==> src/rtl/pmu_i2c_seq.sv <==
// pmu_i2c_seq: register-write command sequencer for the PMU I2C byte engine.
//
// Buffers {addr, reg, val} commands in a DEPTH-entry FIFO. Each command is
// sent as one 3-byte write (addr+W, reg, val). A NAKed attempt is retried
// after RETRY_GAP idle cycles, up to MAX_RETRY attempts in total. The
// outcome of each command is reported with one pulse: tx_ok or tx_err.
//
// Ports
//   clk, reset            clock; synchronous active-high reset
//   cmd_valid/cmd_ready   command push handshake (cmd_ready = FIFO not full)
//   cmd_addr/reg/val      7-bit slave address, register, value
//   busy                  FIFO non-empty or a transaction in flight
//   tx_ok / tx_err        one-cycle completion / failure pulse for the head
//   err_addr / err_reg    fields of the most recent failed command
//   i2c_data              byte offered to the engine (addr+W, reg, val)
//   i2c_start             request a transaction (one cycle)
//   i2c_done              the value byte has been latched (last byte)
//   i2c_rw                always 1 (write)
//   i2c_data_latch        engine captured i2c_data this cycle
//   i2c_ready             engine idle
//   i2c_failed            engine saw a NAK (sticky)
//   i2c_clear_failed      one-cycle pulse clearing the engine NAK flag
module pmu_i2c_seq #(
    parameter int DEPTH     = 4,
    parameter int MAX_RETRY = 3,
    parameter int RETRY_GAP = 16
) (
    input  logic       clk,
    input  logic       reset,
    input  logic       cmd_valid,
    output logic       cmd_ready,
    input  logic [6:0] cmd_addr,
    input  logic [7:0] cmd_reg,
    input  logic [7:0] cmd_val,
    output logic       busy,
    output logic       tx_ok,
    output logic       tx_err,
    output logic [6:0] err_addr,
    output logic [7:0] err_reg,
    output logic [7:0] i2c_data,
    output logic       i2c_start,
    output logic       i2c_done,
    output logic       i2c_rw,
    input  logic       i2c_data_latch,
    input  logic       i2c_ready,
    input  logic       i2c_failed,
    output logic       i2c_clear_failed
);

    localparam int PTR_W = $clog2(DEPTH);
    localparam int CNT_W = PTR_W + 1;

    typedef enum logic [2:0] {
        IDLE, LAUNCH, WAIT_BUSY, WAIT_IDLE, CHECK, GAP
    } state_t;

    // ---------------- command FIFO ----------------
    logic [22:0]      fifo_mem [DEPTH];
    logic [PTR_W-1:0] wr_ptr_reg, rd_ptr_reg;
    logic [CNT_W-1:0] count_reg;
    logic             full, empty, push, pop;
    logic [22:0]      head;

    assign full      = (count_reg == CNT_W'(DEPTH));
    assign empty     = (count_reg == '0);
    assign cmd_ready = ~full;
    assign push      = cmd_valid & ~full;
    // The head is read combinationally so i2c_data follows byte_cnt directly.
    assign head      = fifo_mem[rd_ptr_reg];

    always_ff @(posedge clk) begin
        if (push) begin
            fifo_mem[wr_ptr_reg] <= {cmd_addr, cmd_reg, cmd_val};
        end
    end

    always_ff @(posedge clk) begin
        if (reset) begin
            wr_ptr_reg <= '0;
            rd_ptr_reg <= '0;
            count_reg  <= '0;
        end else begin
            if (push) wr_ptr_reg <= wr_ptr_reg + PTR_W'(1);
            if (pop)  rd_ptr_reg <= rd_ptr_reg + PTR_W'(1);
            case ({push, pop})
                2'b10:   count_reg <= count_reg + CNT_W'(1);
                2'b01:   count_reg <= count_reg - CNT_W'(1);
                default: count_reg <= count_reg;
            endcase
        end
    end

    // ---------------- sequencer ----------------
    state_t      state_reg, state_next;
    logic [3:0]  attempt_reg, attempt_next;
    logic [7:0]  gap_cnt_reg;
    logic [1:0]  wait_cnt_reg;
    logic [1:0]  byte_cnt_reg;
    logic        err_capture;

    always_comb begin
        state_next       = state_reg;
        attempt_next     = attempt_reg;
        pop              = 1'b0;
        tx_ok            = 1'b0;
        tx_err           = 1'b0;
        i2c_start        = 1'b0;
        i2c_clear_failed = 1'b0;
        err_capture      = 1'b0;
        case (state_reg)
            IDLE: begin
                attempt_next = '0;
                if (!empty && i2c_ready) state_next = LAUNCH;
            end
            LAUNCH: begin
                i2c_start  = 1'b1;
                state_next = WAIT_BUSY;
            end
            WAIT_BUSY: begin
                // Engine never acknowledged the start: relaunch without
                // charging an attempt.
                if (!i2c_ready)                state_next = WAIT_IDLE;
                else if (wait_cnt_reg == 2'd3) state_next = LAUNCH;
            end
            WAIT_IDLE: begin
                if (i2c_ready) state_next = CHECK;
            end
            CHECK: begin
                // Success needs all three bytes latched and no NAK; an
                // early engine stop leaves byte_cnt short and is a failure.
                if (!i2c_failed && byte_cnt_reg == 2'd3) begin
                    tx_ok      = 1'b1;
                    pop        = 1'b1;
                    state_next = IDLE;
                end else begin
                    i2c_clear_failed = 1'b1;
                    attempt_next     = attempt_reg + 4'd1;
                    if (attempt_reg + 4'd1 == 4'(MAX_RETRY)) begin
                        tx_err      = 1'b1;
                        pop         = 1'b1;
                        err_capture = 1'b1;
                        state_next  = IDLE;
                    end else begin
                        state_next = GAP;
                    end
                end
            end
            GAP: begin
                if (gap_cnt_reg == 8'(RETRY_GAP - 1)) state_next = LAUNCH;
            end
            default: state_next = IDLE;
        endcase
    end

    always_ff @(posedge clk) begin
        if (reset) begin
            state_reg    <= IDLE;
            attempt_reg  <= '0;
            gap_cnt_reg  <= '0;
            wait_cnt_reg <= '0;
            byte_cnt_reg <= '0;
            err_addr     <= '0;
            err_reg      <= '0;
        end else begin
            state_reg   <= state_next;
            attempt_reg <= attempt_next;
            gap_cnt_reg  <= (state_reg == GAP) ? gap_cnt_reg + 8'd1 : 8'd0;
            wait_cnt_reg <= (state_reg == WAIT_BUSY) ? wait_cnt_reg + 2'd1 : 2'd0;
            // Every launch (first attempt, retry or relaunch) restarts at the
            // address byte.
            if (state_next == LAUNCH) begin
                byte_cnt_reg <= '0;
            end else if (i2c_data_latch && byte_cnt_reg != 2'd3) begin
                byte_cnt_reg <= byte_cnt_reg + 2'd1;
            end
            if (err_capture) begin
                err_addr <= head[22:16];
                err_reg  <= head[15:8];
            end
        end
    end

    always_comb begin
        case (byte_cnt_reg)
            2'd0:    i2c_data = {head[22:16], 1'b0};
            2'd1:    i2c_data = head[15:8];
            default: i2c_data = head[7:0];
        endcase
    end

    assign i2c_done = (byte_cnt_reg == 2'd3);
    assign i2c_rw   = 1'b1;
    assign busy     = !empty || (state_reg != IDLE);

endmodule

==> config.mk <==
export PLATFORM = sky130hd
export DESIGN_NAME = pmu_i2c_seq
export DESIGN_NICKNAME = d
export VERILOG_FILES = /design/src/rtl/pmu_i2c_seq.sv
export SDC_FILE = /design/constraint.sdc
export NUM_CORES = 1
export LEC_CHECK = 0
export CORE_MARGIN = 2
export CORE_UTILIZATION = 60
export DETAILED_ROUTE_END_ITERATION = 10
export GPL_TIMING_DRIVEN = 0
export PLACE_DENSITY = 0.86
export RECOVER_POWER = 100
export REMOVE_ABC_BUFFERS = 1
export SKIP_CTS_REPAIR_TIMING = 1
export SYNTH_ARGS = -nofsm -noshare
export SYNTH_HDL_FRONTEND = slang
export SYNTH_SLANG_ARGS = --single-unit
==> constraint.sdc <==
create_clock -name clk -period 4.8 [get_ports clk]
set_clock_uncertainty 0.15 [all_clocks]
set_input_delay 0.96 -clock clk [delete_from_list [all_inputs] [get_ports clk]]
set_output_delay 0.96 -clock clk [all_outputs]
set_load 0.02 [all_outputs]
* After elaboration in Yosys (flattened, before gate mapping)
Memories as Yosys holds them, arrays and structs flattened. A register that Yosys moved wholly into a read port is not among the register bits.
Index checks and enable logic that the tools add are counted.
** Word-level totals
- Bits in writable memories :: 92
- Output and inout port bits :: 31
- Memories :: 1
- Bits of input ports :: 29
- Register bits after elaboration :: 41
** Cells by class
- Reduce and logical (&&, ||, !) cells :: 16
- Equal/unequal tests :: 16
- $add $sub $neg :: 8
- Mux-type cells :: 26
- Bitwise logic cells :: 4
** Memory list
- fifo_mem :: depth 4, width 23, rd ports 1, clocked after Yosys merged registers in 1, write ports 1, line 58 : logic [22:0] fifo_mem [DEPTH];
** Operator list (number)
- 2-to-1 mux 3 bit :: 7
- one-hot mux 3 bit (6 select lines) :: 1
- one-hot mux 8 bit (2 select lines) :: 1
- 2-to-1 mux 1 bit :: 12
- equality test 3 bit, second input constant :: 3
- adder 2 x 1 -> 2 bit, second input constant :: 4
- adder 8 x 1 -> 8 bit, second input constant :: 1
- equality test 8 x 4 -> 1 bit, second input constant :: 1
- one-hot mux 4 bit (2 select lines) :: 1
- equality test 2 bit, second input constant :: 3
- equality test 3 x 1 -> 1 bit, second input constant :: 2
- equality test 3 x 2 -> 1 bit, second input constant :: 2
- zero test 3 bit :: 2
- one-hot mux 3 bit (2 select lines) :: 1
- OR reduction 2 bit :: 3
- adder 4 x 1 -> 4 bit, second input constant :: 1
- equality test 2 x 1 -> 1 bit, second input constant :: 2
- equality test 4 x 2 -> 1 bit, second input constant :: 1
- 2-to-1 mux 2 bit :: 2
- 2-to-1 mux 4 bit :: 1
- != test 2 bit, second input constant :: 2
- nonzero test 2 bit :: 2
- adder 3 x 1 -> 3 bit, second input constant :: 1
- logical AND 1 bit :: 3
- 8 further kinds :: 11

* Longest topological paths before layout
Gate-level depths: netlist of run 1.
- Word-level depth :: 7
- Mapped depth :: 12

* Worst setup path after synthesis of run 1
No wires, ideal clock.
- Path kind :: input -> output
- Start :: input port i2c_failed
- End :: output port tx_err
- Path buffers :: 1
- Path slack :: 1868 ps
- Required time :: 3690 ps
- Cell stages on the path :: 4
- Arrival :: 1822 ps
- Cells stage by stage :: nand2b_1 > nand3_2 > nor3_4 > buf_12
** On the way
- Cells in the longest elaborated chain, start to end :: 4
** Ends and longest elaborated chain
- start, declared :: line 46 : input logic i2c_failed,
- zero test 1 bit :: line 131 : if (!i2c_failed && byte_cnt_reg == 2'd3) begin
- logical AND 1 bit :: line 131
- 2-to-1 mux 1 bit :: line 131
- 2-to-1 mux 1 bit :: line 110 : case (state_reg)
- end, declared :: line 37 : output logic tx_err,
Every way passes these cells.

* Worst setup path after layout of run 1
Ends and elaborated chain as after synthesis.

==> results of run 1 <==
==> cell usage in the layout (no fill, tap or decap), drive strengths merged, types with 3 or more instances in the layout <==
master         instances
nor4                   3
ha                    12
edfxtp                92
xor2                   6
a22oi                  7
nor2b                  6
clkbuf                19
nand2b                 3
nor3                   5
nand2                 21
nor2                  45
a211oi                 3
mux4                  23
clkinv                 3
o21ai                  6
mux2                   3
a21oi                  8
and3                   7
nand3                  9
dfxtp                 43
xnor2                  4
dlygate4sd3           53
inv                   24
mux2i                 16
clkdlybuf4s50          4
==> stage by stage <==
stage | util (%) | instance area, µm² | total power, mW | cells | hold slack [ps]
after global placement | 69.3 | 6110 | 1.55 | 522 | 265
after detailed placement | 69.4 | 6110 | 1.56 | 522 | 284
after floorplan | - | 5390 | 1.45 | 356 | 254
after CTS | 76.0 | 6690 | 2.81 | 554 | 293
after global routing | 75.8 | 6680 | 2.87 | 554 | 324
final | 75.9 | 6680 | 2.78 | 555 | 284
==> report_power, final <==
part           switching [mW]  internal [mW]
Clock                   0.530          0.725
Sequential             0.0181           1.29
Combinational           0.133         0.0873
==> critical path, stage by stage <==
cell and delay [ps]:
clkdlybuf4s50_1 480, nand2b_1 170, nand3_1 140, nor3_4 930, clkdlybuf4s50_1 770
==> final cells by class <==
type,instances,area [µm²]
Fill cell,526,2120
Inverter,15,56.3
Clock inverter,14,155
Antenna cell,1,2.50
Tap cell,108,135
Multi-Input combinational cell,206,1710
Sequential cell,135,3620
Timing Repair Buffer,58,574
Clock buffer,18,428
==> worst min-delay path by stage <==
stage	end	start	cells after the start	slack (ps)
after floorplan	wait_cnt_reg[0]	wait_cnt_reg[0]	1	250
after global placement	wait_cnt_reg[0]	wait_cnt_reg[0]	1	270
after detailed placement	wait_cnt_reg[0]	wait_cnt_reg[0]	1	280
after CTS	wait_cnt_reg[0]	wait_cnt_reg[0]	1	290
after global routing	gap_cnt_reg[0]	gap_cnt_reg[0]	1	320
final	wait_cnt_reg[0]	wait_cnt_reg[0]	1	280
==> kinds of logic after synthesis <==
group,share of synthesized area (%)
XOR/XNOR,1.59
multiplexers,13.0
other,0.0683
AND/OR/NAND/NOR,9.88
adder cells (fa/ha/maj),3.10
flip-flops,66.0
AO/OA/AOI/OAI,3.53
buffers and inverters,2.92
==> layer usage <==
metal | vias up | wire length [µm] | GRT usage (%)
met2 | 130 | 5880 | 40.8
met1 | 1652 | 4400 | 30.9
met4 | 0 | 104 | 7.80
li1 | 1503 | - | -
met3 | 10 | 724 | 6.89
met5 | - | 0 | 0
==> flow_metrics.env, run 1 <==
export IMPL_status="finished with violations"
export IMPL_violations="capacitance limit, slew limit"
export IMPL_ir_drop_uv=369
export IMPL_dominantRegCellSynth="edfxtp_1"
export IMPL_ys_seq_area_share_pct=66.0
export IMPL_relSlewSlack_pct=-13.7
export IMPL_synthArstFlopShare_pct=0
export IMPL_ys_types=46
export IMPL_netlist_area_mm2=0.00549
export IMPL_hold_viol=0
export IMPL_htreeDepth=4
export IMPL_largest_reg_flops=92
export IMPL_r2r_slack_ps=1890
export IMPL_cts_buffers=17
export IMPL_arrival_ps=3460
export IMPL_via_per_inst=5.94
export IMPL_io_pins=60
export IMPL_drc=0
export IMPL_critical_path_class="input pin to primary output"
export IMPL_gp_congestion=0.874
export IMPL_synth_most_common_cell="edfxtp_1"
export IMPL_max_freq_mhz=219
export IMPL_routed_wl_um=11100
export IMPL_dr_total_vias=3295
export IMPL_cts_root_buf="clkbuf_8"
export IMPL_grt_pass1_vias=3435
export IMPL_clock_path_buffers=2
export IMPL_grt_max_degree=37
export IMPL_first_pass_iters=5
export IMPL_die_width_um=99.7
export IMPL_drv_cap=1
export IMPL_critPathCaptureType="primary output"
export IMPL_hp_class="flip-flop to flip-flop"
export IMPL_port_buffers=58
export IMPL_syn_inst=373
export IMPL_finalMaxSlewViolations=37
export IMPL_yosys_area_top_type="edfxtp_1"
export IMPL_fp_coreArea_mm2=0.00881
export IMPL_synth_seq_cells=135
export IMPL_start_util_pct=62.4
export IMPL_power_leakage_nw=2.36
export IMPL_crit_end="tx_err"
export IMPL_cp_start_kind="input pin"
export IMPL_clk_pin_slew_ps=70
export IMPL_fin_ws_ps=233
export IMPL_fin_setup_tns_ps=0
export IMPL_area_delta_synth_final_pct=21.6
export IMPL_drt_iter0_drc=183
export IMPL_syn_area_per_cell_um2=14.7
export IMPL_netlist_top_cells_count="92 x edfxtp_1, 45 x nor2_1, 43 x dfxtp_1"
export IMPL_antenna_found_initial=0
export IMPL_synth_top_cell_area_share_pct=50.3
export IMPL_drive_gt1_share_pct=13.5
export IMPL_die_h_um=99.7
export IMPL_period_share_pct=95.1
export IMPL_yosys_top_cells_area="edfxtp_1 50%, dfxtp_1 16%, mux4_2 9.4%, nor2_1 3.1%, mux2i_1 2.9%"
export IMPL_fin_crit_ps=4570
export IMPL_reg2reg_depth=11
export IMPL_yosys_warnings=0
export IMPL_rows=34
export IMPL_reg2reg_to="count_reg[2]"
export IMPL_grt_overflow=0
export IMPL_grt_pass1_wl_um=17800
export IMPL_ant_nets=0
export IMPL_worst_pin_slew_ps=1710
export IMPL_critPathRequiredTime_ps=3690
export IMPL_grt_util_all_layers_pct=24.3
export IMPL_dp_worst_setup_slack_ps=298
export IMPL_timing_rr_start="attempt_reg[1]"
export IMPL_crit_path_start="i2c_failed"
export IMPL_cts_tree="built"
export IMPL_cts_num_sinks=135
export IMPL_setup_viol=0
export IMPL_drt_wirelength_per_cell_um=20.0
export IMPL_rsz0062_at_grt="false"
export IMPL_nets=475
export IMPL_dp_hpwl_um=6580
export IMPL_clock_latency_ps=520
export IMPL_die_area_mm2=0.00994
export IMPL_synth_edf_count=92
export IMPL_p_per_area_mw_per_mm2=417
export IMPL_crit_path_max_fanout=16
No activity file was read; power rests on OpenSTA's default activity.
==> run 2, diff against run 1 <==
RECOVER_POWER = not set   (was 100)
SKIP_LAST_GASP = 1   (was not set)
==> run 2 against run 1 <==
  * The run now ends clean
  * Clock power barely moved
  * Setup slack improved by 9.9 ps
  * Global-route usage did not move
  * Critical path depth did not move
  * Routed wire length rose by 0.64%
  * Critical path type unchanged
  * Fmax rose by 0.22%
  * First-iteration DRC count rose by 8.2%
  * Sequential share of layout area barely moved
  * Non-clock buffer count did not move
  * Clock-buffer cell count did not move
  * Critical endpoint unchanged
  * Die area did not move
  * Utilization barely moved
==> flow_metrics.env, run 2 (synthesis gave the netlist of run 1 again) <==
export IMPL_htreeDepth=4
export IMPL_rows=34
export IMPL_path_cells="clkdlybuf4s50_1 -> nand2b_1 -> nand3_2 -> nor3_4 -> clkdlybuf4s50_1"
export IMPL_largest_reg_flops=92
export IMPL_grt_overflow=0
export IMPL_routed_wl_um=11200
export IMPL_reg2reg_to="count_reg[2]"
export IMPL_via_per_inst=5.97
export IMPL_dp_hpwl_um=6580
export IMPL_p_per_area_mw_per_mm2=418
export IMPL_max_stage_delay_ps=920
export IMPL_crit_path_max_fanout=16
export IMPL_hp_class="flip-flop to flip-flop"
export IMPL_max_freq_mhz=219
export IMPL_clock_path_buffers=2
export IMPL_final_core_util_pct=75.9
export IMPL_cp_start_kind="input pin"
export IMPL_crit_path_top_delay_cell="nor3_4"
export IMPL_crit_end="tx_err"
export IMPL_first_pass_iters=4
export IMPL_reg2reg_depth=11
export IMPL_antennaDiodeCount=0
export IMPL_port_buffers=58
export IMPL_crit_path_start="i2c_failed"
export IMPL_critical_path_top_delay_family="buffers and inverters"
export IMPL_intPower_mw=2.11
export IMPL_nets=475
export IMPL_period_share_pct=94.9
export IMPL_drc=0
export IMPL_status="complete, no violations"
export IMPL_comb_power_share_pct=8.3
export IMPL_power_switching_mw=0.681
export IMPL_cts_buffers=17
export IMPL_start_util_pct=62.4
export IMPL_dr_total_vias=3308
export IMPL_grt_max_degree=37
export IMPL_layout_common_cells="92 x edfxtp_1, 57 x clkdlybuf4s50_1, 45 x nor2_1"
export IMPL_rsz0062_at_grt="false"
export IMPL_die_h_um=99.7
export IMPL_gp_congestion=0.874
export IMPL_grt_util_all_layers_pct=24.3
export IMPL_hold_viol=0
export IMPL_grt_pass1_vias=3435
export IMPL_clock_latency_ps=510
export IMPL_cts_root_buf="clkbuf_8"
export IMPL_switching_share_pct=24.4
export IMPL_crit_top_cell="clkdlybuf4s50_1"
export IMPL_die_area_mm2=0.00994
export IMPL_worst_pin_slew_ps=1260
export IMPL_drt_wirelength_per_cell_um=20.2
export IMPL_clk_pin_slew_ps=60
export IMPL_drt_iter0_drc=198
export IMPL_finalMaxSlewViolations=0
export IMPL_area_delta_synth_final_pct=21.7
export IMPL_drv_cap=0
export IMPL_final_common_cell="edfxtp_1"
export IMPL_seqPwrFrac_pct=46.8
export IMPL_power_leakage_nw=2.29
export IMPL_r2r_slack_ps=1920
export IMPL_cts_num_sinks=135
export IMPL_ant_nets=0
export IMPL_setup_viol=0
export IMPL_dp_worst_setup_slack_ps=298
export IMPL_cts_tree="built"
export IMPL_relSlewSlack_pct=16.1
export IMPL_critPathRequiredTime_ps=3690
export IMPL_drive_gt1_share_pct=14.1
export IMPL_crit_buf_inv=2
export IMPL_fin_ws_ps=243
export IMPL_clkPwrFrac_pct=44.9
export IMPL_cp_depth=5
export IMPL_fin_crit_ps=4560
export IMPL_whs_ps=288
export IMPL_die_width_um=99.7
export IMPL_antenna_found_initial=0
export IMPL_arrival_ps=3450
export IMPL_critPathCaptureType="primary output"
export IMPL_fp_coreArea_mm2=0.00881
export IMPL_io_pins=60
export IMPL_grt_pass1_wl_um=17800
export IMPL_ir_drop_uv=369
export IMPL_timing_rr_start="attempt_reg[0]"
export IMPL_fin_setup_tns_ps=0
export IMPL_critical_path_class="input pin to primary output"
-- run 2: cell type report --
class / count / area (µm²)
clock buffer: 18 / 428
clock inverter: 14 / 155
fill: 524 / 2120
inverter: 15 / 56.3
multi-input combinational: 206 / 1710
sequential: 135 / 3620
tap: 108 / 135
timing repair buffer: 58 / 576
-- run 2: per-stage QoR --
stage	area (µm²)	std cells	power [mW]
6_report	6690	554	2.80
5_1_grt	6690	554	2.89
4_1_cts	6690	554	2.81
3_5_place_dp	6110	522	1.56
3_3_place_gp	6110	522	1.55
2_1_floorplan	5390	356	1.45
-- run 2: power groups by stage --
stage,clock (mW),combinational [mW],sequential [mW]
2_1_floorplan,0,0.119,1.33
3_3_place_gp,0,0.220,1.33
3_5_place_dp,0,0.228,1.33
4_1_cts,1.27,0.233,1.31
5_1_grt,1.32,0.250,1.31
6_report,1.25,0.232,1.31
-- run 2: how the worst min path moves through the flow --
stage / start / slack (ps) / cells past startpoint / to
floorplan: wait_cnt_reg[0] / 250 / 1 / wait_cnt_reg[0]
global placement: wait_cnt_reg[0] / 270 / 1 / wait_cnt_reg[0]
detailed placement: wait_cnt_reg[0] / 280 / 1 / wait_cnt_reg[0]
CTS: wait_cnt_reg[0] / 290 / 1 / wait_cnt_reg[0]
global route: gap_cnt_reg[0] / 320 / 1 / gap_cnt_reg[0]
finish: wait_cnt_reg[0] / 290 / 1 / wait_cnt_reg[0]
-- run 2: worst reg2reg max path, delay by kind of cell (launching register included) --
kind,cells,cell delay [ps]
simple gates,3,710
fa+ha+maj,3,900
xor+xnor,1,150
buf+inv,1,60
compound gates,3,400
flops,1,430
-- run 2: per-layer routing --
layer / GRT usage [%] / up-vias / share of wire, % / wire length (µm)
met5: 0 / - / 0 / 0
met4: 7.80 / 0 / 1.0 / 116
met3: 6.89 / 12 / 6.1 / 678
met2: 40.8 / 119 / 53 / 5890
met1: 30.9 / 1672 / 40 / 4500
li1: - / 1505 / - / -
==> run 3, diff against run 2 <==
CORE_ASPECT_RATIO = 1.5   (was not set)
==> run 3 against run 2 <==
  * Clock-buffer cell count decreased by 1
  * Register-to-register slack lost 80 ps
  * Routed wire length fell by 0.21%
  * Die area rose by 0.16%
  * Sequential power is essentially flat
  * Sequential share of layout area decreased by 0.27 points
  * Critical path depth did not move
  * Critical path type unchanged
  * Critical endpoint unchanged
==> flow_metrics.env, run 3 (synthesis gave the netlist of run 1 again) <==
export IMPL_switching_share_pct=23.1
export IMPL_cts_num_sinks=135
export IMPL_fin_cells=556
export IMPL_final_common_cell="edfxtp_1"
export IMPL_grt_pass1_wl_um=17200
export IMPL_drive_gt1_share_pct=14.1
export IMPL_seqPwrFrac_pct=45.5
export IMPL_holdPathStages=1
export IMPL_area_delta_synth_final_pct=22.3
export IMPL_min_to="wait_cnt_reg[0]"
export IMPL_nets=475
export IMPL_r2r_slack_ps=1840
export IMPL_comb_power_share_pct=8.0
export IMPL_routed_wl_um=11200
export IMPL_cts_root_buf="clkbuf_16"
export IMPL_p_per_area_mw_per_mm2=429
export IMPL_finalMaxSlewViolations=0
export IMPL_reg2reg_to="count_reg[2]"
export IMPL_ant_nets=0
export IMPL_grt_overflow=0
export IMPL_rsz0062_at_grt="false"
export IMPL_timing_rr_start="attempt_reg[0]"
export IMPL_relSlewSlack_pct=14.0
export IMPL_cts_buffers=17
export IMPL_worst_pin_slew_ps=1290
export IMPL_ir_drop_uv=356
export IMPL_status="complete, no violations"
export IMPL_setup_viol=0
export IMPL_antennaDiodeCount=0
export IMPL_cts_tree="built"
export IMPL_via_per_inst=5.98
export IMPL_fin_setup_tns_ps=0
export IMPL_power_leakage_nw=2.30
export IMPL_drc=0
export IMPL_period_share_pct=96.0
export IMPL_power_switching_mw=0.665
export IMPL_hp_class="flip-flop to flip-flop"
export IMPL_start_util_pct=61.9
export IMPL_reg2reg_depth=11
export IMPL_grt_pass1_vias=3423
export IMPL_crit_path_max_fanout=16
export IMPL_hold_viol=0
export IMPL_gp_congestion=0.706
export IMPL_die_width_um=82.1
export IMPL_cp_start_kind="input pin"
export IMPL_critical_path_class="input pin to primary output"
export IMPL_intPower_mw=2.22
export IMPL_crit_path_start="i2c_failed"
export IMPL_clk_pin_slew_ps=50
export IMPL_first_pass_iters=5
export IMPL_arrival_ps=3500
export IMPL_dp_hpwl_um=6720
export IMPL_grt_max_degree=37
export IMPL_largest_reg_flops=92
export IMPL_placed_cells=524
export IMPL_layout_common_cells="92 x edfxtp_1, 57 x clkdlybuf4s50_1, 45 x nor2_1"
export IMPL_htreeDepth=4
export IMPL_fp_coreArea_mm2=0.00888
export IMPL_critPathCaptureType="primary output"
export IMPL_clock_latency_ps=420
export IMPL_drv_cap=0
export IMPL_total_power_mw=2.88
export IMPL_hold_start="wait_cnt_reg[0]"
export IMPL_critPathRequiredTime_ps=3690
export IMPL_die_h_um=121
export IMPL_fill_cells=509
export IMPL_die_area_mm2=0.00995
export IMPL_io_pins=60
export IMPL_clkPwrFrac_pct=46.5
export IMPL_fin_crit_ps=4610
export IMPL_port_buffers=58
export IMPL_drt_iter0_drc=173
export IMPL_grt_util_all_layers_pct=24.8
export IMPL_clock_path_buffers=2
export IMPL_dr_total_vias=3324
export IMPL_max_freq_mhz=217
export IMPL_drt_wirelength_per_cell_um=20.1
export IMPL_antenna_found_initial=0
export IMPL_rows=42
==> run 3: worst max-delay path by stage <==
stage / to / slack (ps) / cells past startpoint
after floorplan: i2c_data[1] / 1620 / 3
after global placement: tx_err / 160 / 5
after detailed placement: tx_err / 170 / 5
after CTS: tx_err / 170 / 5
after global routing: tx_err / 110 / 5
final: tx_err / 190 / 5
==> run 3: through the flow <==
step / hold slack (ps) / setup WS, ps / util (%) / cell area (µm²)
3_3_place_gp: 264 / 162 / 68.8 / 6110
6_report: 283 / 193 / 75.7 / 6720
3_5_place_dp: 284 / 167 / 68.7 / 6100
5_1_grt: 317 / 110 / 75.7 / 6720
4_1_cts: 295 / 173 / 75.7 / 6720
2_1_floorplan: 254 / 1620 / - / 5390
==> run 3: cell type report <==
class	count	area, µm²	share of cell area [%]
Sequential cell	135	3620	53.9
Multi-Input combinational cell	206	1710	25.5
Timing Repair Buffer	58	576	8.57
Clock buffer	17	425	6.33
Clock inverter	15	189	2.81
Tap cell	110	138	2.05
Inverter	15	56.3	0.838
==> run 3: power groups by stage <==
stage	registers, mW	logic (mW)	clock network (mW)
2_1_floorplan	1.33	0.119	0
3_3_place_gp	1.33	0.223	0
3_5_place_dp	1.33	0.228	0
4_1_cts	1.31	0.231	1.35
5_1_grt	1.31	0.247	1.41
6_report	1.31	0.230	1.34
==> run 3: worst max-delay path, stage by stage <==
cell and delay, ps:
clkdlybuf4s50_1 470, nand2b_1 170, nand3_2 130, nor3_4 990, clkdlybuf4s50_1 780
==> run 3: metal layers <==
metal | share of wire [%] | up-vias | routed length (µm) | GRT usage, %
met5 | 0 | - | 0 | 0
li1 | - | 1506 | - | -
met2 | 56 | 121 | 6270 | 43.8
met1 | 36 | 1676 | 4050 | 27.0
met4 | 2.1 | 0 | 234 | 11.7
met3 | 5.4 | 21 | 599 | 6.25
